[src/rtl/hazard_ctrl_if.sv]
// -----------------------------------------------------------------------------
// hazard_ctrl_if
//   Bundles the signals between the five-stage pipeline and the hazard /
//   interrupt-entry controller.
//
//   master modport : pipeline side. It drives the hazard inputs and receives
//                    the stall/flush/vector controls.
//   slave modport  : hazard_ctrl side.
//
//   Pipeline -> controller
//     id_regsrc1_i, id_regsrc2_i  [3:0]  ID source registers
//     id_rd1_en_i, id_rd2_en_i           ID actually reads src1/src2
//     ex_memread_i                       EX holds a load
//     ex_regdst_i                 [3:0]  EX destination register
//     id_branch_taken_i                  branch/jump in ID resolved taken
//     mem_if_conflict_i                  MEM uses instruction RAM this cycle
//     int_req_i                          level interrupt request
//     id_epc_i                    [15:0] PC of the instruction in ID
//   Controller -> pipeline
//     pc_stall_o, if_id_stall_o, flush_if_o, flush_id_o,
//     pc_vector_o, int_ack_o, epc_o[15:0], stall_cnt_o[15:0]
// -----------------------------------------------------------------------------
interface hazard_ctrl_if;
    logic [3:0]  id_regsrc1_i;
    logic [3:0]  id_regsrc2_i;
    logic        id_rd1_en_i;
    logic        id_rd2_en_i;
    logic        ex_memread_i;
    logic [3:0]  ex_regdst_i;
    logic        id_branch_taken_i;
    logic        mem_if_conflict_i;
    logic        int_req_i;
    logic [15:0] id_epc_i;

    logic        pc_stall_o;
    logic        if_id_stall_o;
    logic        flush_if_o;
    logic        flush_id_o;
    logic        pc_vector_o;
    logic        int_ack_o;
    logic [15:0] epc_o;
    logic [15:0] stall_cnt_o;

    modport master (
        output id_regsrc1_i, id_regsrc2_i, id_rd1_en_i, id_rd2_en_i,
               ex_memread_i, ex_regdst_i, id_branch_taken_i,
               mem_if_conflict_i, int_req_i, id_epc_i,
        input  pc_stall_o, if_id_stall_o, flush_if_o, flush_id_o,
               pc_vector_o, int_ack_o, epc_o, stall_cnt_o
    );

    modport slave (
        input  id_regsrc1_i, id_regsrc2_i, id_rd1_en_i, id_rd2_en_i,
               ex_memread_i, ex_regdst_i, id_branch_taken_i,
               mem_if_conflict_i, int_req_i, id_epc_i,
        output pc_stall_o, if_id_stall_o, flush_if_o, flush_id_o,
               pc_vector_o, int_ack_o, epc_o, stall_cnt_o
    );
endinterface

[src/rtl/hazard_ctrl.sv]
// -----------------------------------------------------------------------------
// hazard_ctrl
//   Pipeline hazard and interrupt-entry controller for the 16-bit five-stage
//   core. It produces the stall/flush controls for PC, IF/ID and ID/EX,
//   detects load-use and instruction-RAM structural hazards, squashes the
//   wrong-path fetch after a taken branch, and sequences interrupt entry:
//   accept (EPC captured) -> DRAIN bubbles -> one VECTOR cycle.
//
// Ports
//   CLK   rising-edge clock
//   RST   synchronous active-high reset
//   hif   hazard_ctrl_if.slave (all pipeline-facing signals)
//
// Parameters
//   NO_REG        regdst encoding meaning "no register write"
//   DRAIN_CYCLES  bubble cycles before vectoring, accept cycle included (1..15)
//
// Optional feature
//   HAZARD_PERF_CNT_EN : when defined, stall_cnt_o is a saturating count of
//   PC-stall cycles. When undefined, stall_cnt_o is tied to zero and no
//   counter is built.
//
// Control outputs are combinational from the state and the inputs. Only the
// state, the drain counter, the EPC and the stall counter are registered.
// -----------------------------------------------------------------------------
module hazard_ctrl #(
    parameter logic [3:0] NO_REG       = 4'hF,
    parameter int         DRAIN_CYCLES = 3
) (
    input  logic          CLK,
    input  logic          RST,
    hazard_ctrl_if.slave  hif
);

    typedef enum logic [1:0] {
        RUN    = 2'd0,
        DRAIN  = 2'd1,
        VECTOR = 2'd2
    } state_t;

    state_t      state_reg;
    logic [3:0]  cnt_reg;
    logic [15:0] epc_reg;

    logic load_use;
    logic int_accept;
    logic pc_stall;
    logic if_id_stall;
    logic flush_if;
    logic flush_id;
    logic pc_vector;
    logic int_ack;

    // A load in EX that writes a register the ID instruction actually reads.
    assign load_use = hif.ex_memread_i && (hif.ex_regdst_i != NO_REG) &&
                      ((hif.id_rd1_en_i && (hif.id_regsrc1_i == hif.ex_regdst_i)) ||
                       (hif.id_rd2_en_i && (hif.id_regsrc2_i == hif.ex_regdst_i)));

    // An interrupt is only taken on a clean boundary. A load-use stall or a
    // taken branch would otherwise corrupt the EPC.
    assign int_accept = (state_reg == RUN) && hif.int_req_i &&
                        !load_use && !hif.id_branch_taken_i;

    always_comb begin
        pc_stall    = 1'b0;
        if_id_stall = 1'b0;
        flush_if    = 1'b0;
        flush_id    = 1'b0;
        pc_vector   = 1'b0;
        int_ack     = 1'b0;
        case (state_reg)
            RUN: begin
                if (int_accept || load_use) begin
                    // Freeze the front end and let a bubble enter EX.
                    pc_stall    = 1'b1;
                    if_id_stall = 1'b1;
                    flush_id    = 1'b1;
                end else if (hif.id_branch_taken_i) begin
                    // The wrong-path fetch is squashed. A RAM conflict in the
                    // same cycle does not matter because that fetch is discarded.
                    flush_if = 1'b1;
                end else if (hif.mem_if_conflict_i) begin
                    // No fetch this cycle. Refetch the same PC and let ID
                    // advance into a bubble.
                    pc_stall = 1'b1;
                    flush_if = 1'b1;
                end
            end
            DRAIN: begin
                pc_stall    = 1'b1;
                if_id_stall = 1'b1;
                flush_id    = 1'b1;
            end
            VECTOR: begin
                pc_vector = 1'b1;
                flush_if  = 1'b1;
                int_ack   = 1'b1;
            end
            default: begin
            end
        endcase
        if (RST) begin
            pc_stall    = 1'b0;
            if_id_stall = 1'b0;
            flush_if    = 1'b0;
            flush_id    = 1'b0;
            pc_vector   = 1'b0;
            int_ack     = 1'b0;
        end
    end

    always_ff @(posedge CLK) begin
        if (RST) begin
            state_reg <= RUN;
            cnt_reg   <= 4'd0;
            epc_reg   <= 16'h0000;
        end else begin
            case (state_reg)
                RUN: begin
                    if (int_accept) begin
                        epc_reg <= hif.id_epc_i;
                        if (DRAIN_CYCLES == 1) begin
                            state_reg <= VECTOR;
                        end else begin
                            // The accept cycle is the first bubble, so the
                            // DRAIN state covers DRAIN_CYCLES-1 cycles.
                            state_reg <= DRAIN;
                            cnt_reg   <= 4'(DRAIN_CYCLES - 2);
                        end
                    end
                end
                DRAIN: begin
                    if (cnt_reg == 4'd0) begin
                        state_reg <= VECTOR;
                    end else begin
                        cnt_reg <= cnt_reg - 4'd1;
                    end
                end
                VECTOR: begin
                    state_reg <= RUN;
                end
                default: begin
                    state_reg <= RUN;
                end
            endcase
        end
    end

`ifdef HAZARD_PERF_CNT_EN
    logic [15:0] stall_cnt_reg;

    // pc_stall is already forced low during reset. The reset branch takes
    // priority anyway.
    always_ff @(posedge CLK) begin
        if (RST) begin
            stall_cnt_reg <= 16'h0000;
        end else if (pc_stall && (state_reg != VECTOR) && (stall_cnt_reg != 16'hFFFF)) begin
            stall_cnt_reg <= stall_cnt_reg + 16'd1;
        end
    end

    assign hif.stall_cnt_o = stall_cnt_reg;
`else
    assign hif.stall_cnt_o = 16'h0000;
`endif

    assign hif.pc_stall_o    = pc_stall;
    assign hif.if_id_stall_o = if_id_stall;
    assign hif.flush_if_o    = flush_if;
    assign hif.flush_id_o    = flush_id;
    assign hif.pc_vector_o   = pc_vector;
    assign hif.int_ack_o     = int_ack;
    assign hif.epc_o         = epc_reg;

endmodule

[src/flat_wrapper.sv]
// flat-port wrapper written by rule: the top's interface ports become plain ports
module hazard_ctrl_flat 
#(
    parameter logic [3:0] NO_REG       = 4'hF,
    parameter int         DRAIN_CYCLES = 3
)
  (CLK, RST, hif_id_regsrc1_i, hif_id_regsrc2_i, hif_id_rd1_en_i, hif_id_rd2_en_i, hif_ex_memread_i, hif_ex_regdst_i, hif_id_branch_taken_i, hif_mem_if_conflict_i, hif_int_req_i, hif_id_epc_i, hif_pc_stall_o, hif_if_id_stall_o, hif_flush_if_o, hif_flush_id_o, hif_pc_vector_o, hif_int_ack_o, hif_epc_o, hif_stall_cnt_o);
  hazard_ctrl_if hif_i ();
  input  logic CLK;
  input  logic RST;
  input wire logic [$bits(hif_i.id_regsrc1_i)-1:0] hif_id_regsrc1_i;
  input wire logic [$bits(hif_i.id_regsrc2_i)-1:0] hif_id_regsrc2_i;
  input wire logic [$bits(hif_i.id_rd1_en_i)-1:0] hif_id_rd1_en_i;
  input wire logic [$bits(hif_i.id_rd2_en_i)-1:0] hif_id_rd2_en_i;
  input wire logic [$bits(hif_i.ex_memread_i)-1:0] hif_ex_memread_i;
  input wire logic [$bits(hif_i.ex_regdst_i)-1:0] hif_ex_regdst_i;
  input wire logic [$bits(hif_i.id_branch_taken_i)-1:0] hif_id_branch_taken_i;
  input wire logic [$bits(hif_i.mem_if_conflict_i)-1:0] hif_mem_if_conflict_i;
  input wire logic [$bits(hif_i.int_req_i)-1:0] hif_int_req_i;
  input wire logic [$bits(hif_i.id_epc_i)-1:0] hif_id_epc_i;
  output wire logic [$bits(hif_i.pc_stall_o)-1:0] hif_pc_stall_o;
  output wire logic [$bits(hif_i.if_id_stall_o)-1:0] hif_if_id_stall_o;
  output wire logic [$bits(hif_i.flush_if_o)-1:0] hif_flush_if_o;
  output wire logic [$bits(hif_i.flush_id_o)-1:0] hif_flush_id_o;
  output wire logic [$bits(hif_i.pc_vector_o)-1:0] hif_pc_vector_o;
  output wire logic [$bits(hif_i.int_ack_o)-1:0] hif_int_ack_o;
  output wire logic [$bits(hif_i.epc_o)-1:0] hif_epc_o;
  output wire logic [$bits(hif_i.stall_cnt_o)-1:0] hif_stall_cnt_o;
  assign hif_i.id_regsrc1_i = hif_id_regsrc1_i;
  assign hif_i.id_regsrc2_i = hif_id_regsrc2_i;
  assign hif_i.id_rd1_en_i = hif_id_rd1_en_i;
  assign hif_i.id_rd2_en_i = hif_id_rd2_en_i;
  assign hif_i.ex_memread_i = hif_ex_memread_i;
  assign hif_i.ex_regdst_i = hif_ex_regdst_i;
  assign hif_i.id_branch_taken_i = hif_id_branch_taken_i;
  assign hif_i.mem_if_conflict_i = hif_mem_if_conflict_i;
  assign hif_i.int_req_i = hif_int_req_i;
  assign hif_i.id_epc_i = hif_id_epc_i;
  assign hif_pc_stall_o = hif_i.pc_stall_o;
  assign hif_if_id_stall_o = hif_i.if_id_stall_o;
  assign hif_flush_if_o = hif_i.flush_if_o;
  assign hif_flush_id_o = hif_i.flush_id_o;
  assign hif_pc_vector_o = hif_i.pc_vector_o;
  assign hif_int_ack_o = hif_i.int_ack_o;
  assign hif_epc_o = hif_i.epc_o;
  assign hif_stall_cnt_o = hif_i.stall_cnt_o;
  hazard_ctrl #(.NO_REG(NO_REG), .DRAIN_CYCLES(DRAIN_CYCLES)) u_core (.CLK(CLK), .RST(RST), .hif(hif_i));
endmodule
[config.mk]
export PLATFORM = sky130hd
export DESIGN_NAME = hazard_ctrl_flat
export DESIGN_NICKNAME = d
export VERILOG_FILES = /design/src/rtl/hazard_ctrl_if.sv /design/src/rtl/hazard_ctrl.sv /design/src/flat_wrapper.sv
export SDC_FILE = /design/constraint.sdc
export NUM_CORES = 1
export LEC_CHECK = 0
export BUFFER_PORTS_ARGS = -buffer_cell sky130_fd_sc_hd__buf_2
export CAP_MARGIN = 20
export CELL_PAD_IN_SITES_DETAIL_PLACEMENT = 0
export CELL_PAD_IN_SITES_GLOBAL_PLACEMENT = 2
export CORE_ASPECT_RATIO = 0.5
export CORE_UTILIZATION = 27
export CTS_BUF_LIST = sky130_fd_sc_hd__clkbuf_8
export CTS_CLUSTER_SIZE = 28
export DETAILED_ROUTE_END_ITERATION = 12
export PLACE_DENSITY_LB_ADDON = 0.1
export RECOVER_POWER = 50
export SYNTH_ARGS = -nofsm -noshare
export SYNTH_HDL_FRONTEND = slang
export SYNTH_SLANG_ARGS = --single-unit
[constraint.sdc]
create_clock -name CLK -period 4.7 [get_ports CLK]
set_clock_uncertainty 0.1 [all_clocks]
set_input_delay 0.235 -clock CLK [delete_from_list [all_inputs] [get_ports CLK]]
set_output_delay 0.235 -clock CLK [all_outputs]
set_load 0.03 [all_outputs]
==> results of run 1 <==
==> worst max-delay path by stage <==
stage / start / endpoint / cells past startpoint
global route: u_core.state_reg[1] / u_core.hif.epc_o[4] / 4
detailed placement: hif_ex_regdst_i[0] / hif_pc_stall_o / 6
floorplan: hif_ex_regdst_i[0] / hif_if_id_stall_o / 5
global placement: hif_ex_regdst_i[0] / hif_pc_stall_o / 6
finish: u_core.state_reg[1] / u_core.hif.epc_o[3] / 4
CTS: hif_ex_regdst_i[0] / hif_pc_stall_o / 6
==> cells by family (layout without fill, tap and decap cells) <==
family / after synthesis / in the layout / synth area share, %
compound gates: 10 / 10 / 5.32
mux: 16 / 16 / 12.0
flops: 22 / 22 / 32.9
simple gates: 58 / 58 / 28.7
fa+ha+maj: 2 / 2 / 1.87
other cells: 1 / 16 / 0.280
xor+xnor: 8 / 8 / 5.23
buf+inv: 27 / 65 / 13.8
==> per-stage QoR <==
| step | power, W | hold slack [ps] | cell area [um2] | utilization (%) |
|---|---|---|---|---|
| 2_1_floorplan | 0.000306 | 290 | 1400 | - |
| 3_3_place_gp | 0.000329 | 356 | 1600 | 34.9 |
| 3_5_place_dp | 0.000329 | 364 | 1600 | 34.9 |
| 4_1_cts | 0.000468 | 115 | 1650 | 36.1 |
| 5_1_grt | 0.000485 | 123 | 1610 | 35.2 |
| 6_report | 0.000455 | 126 | 1610 | 35.2 |
==> per-layer routing <==
layer	GRT usage [%]	vias to the layer above
li1	-	549
met1	12.2	454
met2	17.6	48
met3	3.63	2
met4	3.62	0
met5	0	-
==> worst max-delay path: cells and delay by family, from the launching register on <==
family,cells,cell delay [ps]
simple gates,2,520
mux,1,290
flops,1,350
buf+inv,1,1070
==> final cells by class <==
cell class | instances | area [um2]
multi-input cells | 110 | 756
inverters | 3 | 11.3
repair buffers | 58 | 267
fillers | 503 | 2960
clock buffers | 4 | 55.1
well taps | 66 | 82.6
flip-flops and latches | 22 | 440
==> layout by cell type (no fill, tap or decap), types with 2 or more instances in the layout <==
cell type	count
sky130_fd_sc_hd__conb_1	16
sky130_fd_sc_hd__xor2_1	6
sky130_fd_sc_hd__xnor2_1	2
sky130_fd_sc_hd__nand2b_1	35
sky130_fd_sc_hd__nor3b_1	2
sky130_fd_sc_hd__mux2i_1	16
sky130_fd_sc_hd__nor4_2	2
sky130_fd_sc_hd__nor2b_1	2
sky130_fd_sc_hd__nor2_1	4
sky130_fd_sc_hd__buf_2	39
sky130_fd_sc_hd__clkbuf_1	19
sky130_fd_sc_hd__nor3_1	3
sky130_fd_sc_hd__or3_1	2
sky130_fd_sc_hd__ha_1	2
sky130_fd_sc_hd__a21oi_1	3
sky130_fd_sc_hd__o22ai_1	2
sky130_fd_sc_hd__inv_1	3
sky130_fd_sc_hd__nand4_1	3
sky130_fd_sc_hd__clkbuf_8	4
sky130_fd_sc_hd__dfxtp_1	22
sky130_fd_sc_hd__nand3b_1	2
==> power groups by stage <==
stage               clock network [W]  registers (W)  logic (W)
global placement                    0       0.000207   0.000122
CTS                          0.000143       0.000203   0.000122
finish                       0.000134       0.000203   0.000118
detailed placement                  0       0.000207   0.000122
global route                 0.000152       0.000204   0.000129
floorplan                           0       0.000222  0.0000845
==> impl_results.md, run 1 <==
* Cell types with the highest counts after synthesis: sky130_fd_sc_hd__nand2b_1 (35), sky130_fd_sc_hd__dfxtp_1 (22), sky130_fd_sc_hd__buf_4 (18), sky130_fd_sc_hd__mux2i_1 (16), sky130_fd_sc_hd__xor2_1 (6)
* Critical R2R Capture: u_core.hif.epc_o[3]
* Ratio of cells with drive above 1 in the final layout at a little under a quarter
* Peak per-stage delay on the critical path at 1070 ps
* Highest fanout seen on the critical path at 21
* Worst slack, placed at 2760 ps
* Clock Power Share at 29.5%
* Power per cell area at around 280 nW/um2
* Most repeated cell in the gate-level netlist after synthesis: sky130_fd_sc_hd__nand2b_1
* Data arrival, critical path at approximately 2500 ps
* Min setup slack post-route at about 2300 ps
* Antenna Violating Nets Remaining at 0
* Global route overflow at 0
* CP required at 4780 ps
* Post-CTS clock slew at the launch and capture registers of the worst setup and hold paths at 80 ps
* Worst hold start: hif_id_epc_i[15]
* Depth of the worst register-to-register path at 4
* # nets final at 236
* Gates resized, CTS repair at 0
* Hold bufs inserted after CTS at 0
* WL final at 2.57 mm
* Synthesized area per cell at 9.31 um2
* Met2 routed WL at 1.14 mm
* Worst VDD drop at between 0.0001 and 0.00015 V
* Nature of the critical path startpoint: flip-flop
* Wire length per cell at between 9 and 10 um
* Ordered list of cells on the worst path: nor3b_1 -> nor4b_1 -> clkbuf_1 -> mux2i_1
* Die Y at 51.8 um
* Clock Sinks at 22
* M1 wire length at 1.21 mm
* Switching fraction of total power at 31.1%
* Setup repair bufs after CTS at 0
* Crit path kind: reg2reg
* Total Neg Setup Slack at 0 ps
* Final slew viol count at 0
* Overall fraction of global-route tracks in use at 10.3%
* Number of rows in the core area at 17
* Port Buffers at 57
* Max-capacitance violation count at 0
* Met3 Wirelength at 198 um
* Initial cell density of the core at 29.3%
* DPL Wire Length at 1.92 mm
* Antenna violations before repair at 0
* P_sw at 0.000142 W
* Core Box Area at roughly 4600 um2
* Maximum number of pins on one net before global-route repair at 44
* Insertion delay to the later sink of the worst-skew pair at around 260 ps
* Worst relative slew slack at between 4 and 5%
* Crit path max-delay cell type: sky130_fd_sc_hd__clkbuf_1
* Cell type with the largest total area after synthesis: sky130_fd_sc_hd__dfxtp_1
* Via count of the first global-routing pass at 934
* EDFF count, synth at 0
* Pin slew with the least headroom to its limit at 1430 ps
* Number of buffers on the longest clock path at 2
* Outcome: completed
* Fraction of synthesized cell area taken by the top area cell type at 32.9%
* Leakage at 0.686 nW
* Type of element capturing the critical path: flip-flop
* Number of top-level pins at 74
* Final count of hold timing violations at 0
* Highest metal used: met4
* Area delta synth->final at 20.3%
* Number of endpoints failing setup at the final stage at 0
* Part of the total power dissipated in sequential elements at 44.6%
* Mapped Cells at 144
* Chip width at 102 um
* CTS root buffer: sky130_fd_sc_hd__clkbuf_8
* Number of vias per cell after detailed routing at approximately 4
* Predominant post-synthesis flop cell: sky130_fd_sc_hd__dfxtp_1
* Worst hold path stage count at 3
* Worst hold path type: in2reg
* Max FFs per register at 16
* Ys async rst share at 0%
* Overall die area at 5270 um2
* DR vias at 1,053
* Number of iterations in the first detailed-routing pass at 4
* Diode insertion count for antenna repair at 0
* Launching point of the worst reg2reg path: u_core.state_reg[1]
* Clock buffers created by TritonCTS at 3
* Cell internal pwr at 0.000313 W
* CTS H-tree depth at 1
* Post-layout min period at 2430 ps
* Cells taking the most area after synthesis: sky130_fd_sc_hd__dfxtp_1 (33%), sky130_fd_sc_hd__nand2b_1 (16%), sky130_fd_sc_hd__mux2i_1 (12%)
* Placed cell count at approximately 260
* Register bit total from synthesis at 22
* Setup repair after global routing missed its margin: no
* Detailed router's first-iteration violation count at 29
* Final weighted congestion in routability-driven placement at 0.670
* Reg2Reg Setup Slack at 2270 ps
* FMAX at between 400 and 500 MHz
* Sequential element share of the synthesized area at 32.9%
* Cell variety after synth at 30
* Min-Delay Endpoint: u_core.hif.epc_o[15]
* Combinational cell fraction of total power at roughly a quarter
* Ratio of final minimum period to clock period at between 50 and 60%
* Final standard cell count with taps included and fillers excluded at 263
* Number of warnings printed during yosys synthesis at 0
* Remaining DRCs at 0
* First-pass GRT wire length at a little over 4 mm
* Post-synthesis instance area at 1340 um2
* CTS tree: yes
Power figures use the tool's default switching activity.
==> run 2, diff against run 1 <==
--- a/config.mk
+++ b/config.mk
@@ -10,7 +10,7 @@
 export CELL_PAD_IN_SITES_DETAIL_PLACEMENT = 0
 export CELL_PAD_IN_SITES_GLOBAL_PLACEMENT = 2
 export CORE_ASPECT_RATIO = 0.5
-export CORE_UTILIZATION = 27
+export CORE_UTILIZATION = 25
 export CTS_BUF_LIST = sky130_fd_sc_hd__clkbuf_8
 export CTS_CLUSTER_SIZE = 28
 export DETAILED_ROUTE_END_ITERATION = 12
==> constraint.sdc (replaced) <==
create_clock -name CLK -period 2.5 [get_ports CLK]
set_clock_uncertainty 0.1 [all_clocks]
set_input_delay 0.125 -clock CLK [delete_from_list [all_inputs] [get_ports CLK]]
set_output_delay 0.125 -clock CLK [all_outputs]
set_load 0.03 [all_outputs]
==> impl_results.md, run 2 (same netlist as run 1, synthesis figures left out) <==
* Power per cell area at 530 nW/um2 (was 282 nW/um2)
* Crit path kind: reg2reg (unchanged)
* Max-capacitance violation count at 0 (unchanged)
* Ordered list of cells on the worst path: nor3b_1 -> nor4b_1 -> clkbuf_2 -> mux2i_1 (was nor3b_1 -> nor4b_1 -> clkbuf_1 -> mux2i_1)
* Clock buffers created by TritonCTS at 3 (unchanged)
* Number of buffers on the longest clock path at 2 (unchanged)
* Number of iterations in the first detailed-routing pass at 4 (unchanged)
* Pin slew with the least headroom to its limit at 659 ps (was 1430 ps)
* Remaining DRCs at 0 (unchanged)
* Final count of hold timing violations at 0 (unchanged)
* Setup repair after global routing missed its margin: no (unchanged)
* Area delta synth->final at 20.7% (was 20.3%)
* Placed cell count at 263 (was 259)
* Number of top-level pins at 74 (unchanged)
* Gates resized, CTS repair at 0 (unchanged)
* Post-layout min period at 1860 ps (was 2430 ps)
* CTS tree: yes (unchanged)
* Port Buffers at 57 (unchanged)
* Multi-input gate area in the final layout at 756 um2 (unchanged)
* Setup repair bufs after CTS at 0 (unchanged)
* Global route overflow at 0 (unchanged)
* DR vias at 1,076 (was 1,053)
* Leakage at 0.690 nW (was 0.686 nW)
* Clock Sinks at 22 (unchanged)
* Worst VDD drop at 0.000196 V (was 0.000103 V)
* Overall fraction of global-route tracks in use at 9.37% (was 10.3%)
* Nature of the critical path startpoint: flip-flop (unchanged)
* Insertion delay to the later sink of the worst-skew pair at 260 ps (about the same)
* WL final at 2.62 mm (was 2.57 mm)
* Maximum number of pins on one net before global-route repair at 44 (unchanged)
* Number of vias per cell after detailed routing at 4.03 (was 4.00)
* Total Neg Setup Slack at 0 ps (unchanged)
* Via count of the first global-routing pass at 954 (was 934)
* # nets final at 236 (unchanged)
* Post-CTS clock slew at the launch and capture registers of the worst setup and hold paths at 80 ps (about the same)
* Chip width at 106 um (was 102 um)
* Final standard cell count with taps included and fillers excluded at 267 (was 263)
* Crit path max-delay cell type: sky130_fd_sc_hd__clkbuf_2 (was sky130_fd_sc_hd__clkbuf_1)
* CTS root buffer: sky130_fd_sc_hd__clkbuf_8 (unchanged)
* Final weighted congestion in routability-driven placement at 0.698 (was 0.670)
* Number of endpoints failing setup at the final stage at 0 (unchanged)
* Diode insertion count for antenna repair at 0 (unchanged)
* Outcome: completed (unchanged)
* Worst hold path type: in2reg (unchanged)
* Hold bufs inserted after CTS at 0 (unchanged)
* Ratio of cells with drive above 1 in the final layout at 24.4% (was 23.9%)
* Launching point of the worst reg2reg path: u_core.state_reg[1] (unchanged)
* Core Box Area at 5040 um2 (was 4570 um2)
* DPL Wire Length at 1.91 mm (was 1.92 mm)
* Seq. cell area at 440 um2 (unchanged)
* Peak per-stage delay on the critical path at 580 ps (was 1070 ps)
* Type of element capturing the critical path: flip-flop (unchanged)
* Die Y at 53.8 um (was 51.8 um)
* Crit path launch: u_core.state_reg[1] (unchanged)
* Ratio of final minimum period to clock period at 74.5% (was 51.7%)
* CP required at 2590 ps (was 4780 ps)
* Highest fanout seen on the critical path at 21 (unchanged)
* Reg2Reg Setup Slack at 640 ps (was 2270 ps)
* Antenna violations before repair at 0 (unchanged)
* Number of rows in the core area at 18 (was 17)
* Antenna Violating Nets Remaining at 0 (unchanged)
* FMAX at 537 MHz (was 412 MHz)
* Initial cell density of the core at 26.6% (was 29.3%)
* Wire length per cell at 9.80 um (was 9.77 um)
* Overall die area at 5670 um2 (was 5270 um2)
* Worst hold start: hif_id_epc_i[8] (was hif_id_epc_i[15])
* CTS H-tree depth at 1 (unchanged)
* Max FFs per register at 16 (unchanged)
* Final slew viol count at 0 (unchanged)
* First-pass GRT wire length at 4.19 mm (was 4.13 mm)
* Detailed router's first-iteration violation count at 15 (was 29)
* Filler cell count at 540 (was 503)
* Most common cell after layout, fill and taps aside: sky130_fd_sc_hd__buf_2 (unchanged)
* Data arrival, critical path at 1950 ps (was 2500 ps)
* Worst relative slew slack at 56.1% (was 4.71%)
* Most frequent cells in the layout: sky130_fd_sc_hd__buf_2 (39), sky130_fd_sc_hd__nand2b_1 (35), sky130_fd_sc_hd__dfxtp_1 (22), sky130_fd_sc_hd__clkbuf_1 (18) (was sky130_fd_sc_hd__buf_2 (39), sky130_fd_sc_hd__nand2b_1 (35), sky130_fd_sc_hd__dfxtp_1 (22), sky130_fd_sc_hd__clkbuf_1 (19))
==> run 2: power breakdown <==
group          switching (W)  internal, W
combinational       0.000143    0.0000783
clock               0.000115     0.000140
sequential         0.0000114     0.000369
total               0.000269     0.000588
==> run 2: stage by stage <==
| step | power (W) | setup slack, ps | util (%) | cell area [um2] | hold slack, ps |
|---|---|---|---|---|---|
| floorplan | 0.000576 | 452 | - | 1400 | 180 |
| global placement | 0.000619 | 728 | 31.8 | 1600 | 294 |
| detailed placement | 0.000620 | 696 | 31.8 | 1600 | 298 |
| CTS | 0.000887 | 750 | 32.9 | 1660 | 1.40 |
| global route | 0.000910 | 422 | 32.1 | 1620 | 15.2 |
| finish | 0.000857 | 636 | 32.1 | 1620 | 13.7 |
==> run 2: final timing paths <==
kind,to,depth (start not counted)
hold reg to reg,u_core.hif.epc_o[6],2
hold / removal,u_core.hif.epc_o[8],3
setup reg to reg,u_core.hif.epc_o[10],4
setup / recovery,u_core.hif.epc_o[10],4
==> run 2: worst max-delay path, delay by kind of cell (launching register included) <==
kind                   cells  cell delay, ps
buffers and inverters      1             580
flip-flops                 1             340
multiplexers               1             250
AND/OR/NAND/NOR            2             510
==> run 2: layer usage <==
layer  up-vias  wire, um  track usage (%)
li1        550         -                -
met1       480      1220             11.1
met2        46      1210             17.3
met3         0       187             3.15
met4         0         0             1.39
met5         -         0                0
==> run 2: layout make-up <==
| class | count | area share (%) |
|---|---|---|
| inverter | 3 | 0.696 |
| sequential | 22 | 27.2 |
| clock buffer | 4 | 3.40 |
| timing repair buffer | 58 | 16.6 |
| multi-input combinational | 110 | 46.7 |
| tap | 70 | 5.41 |
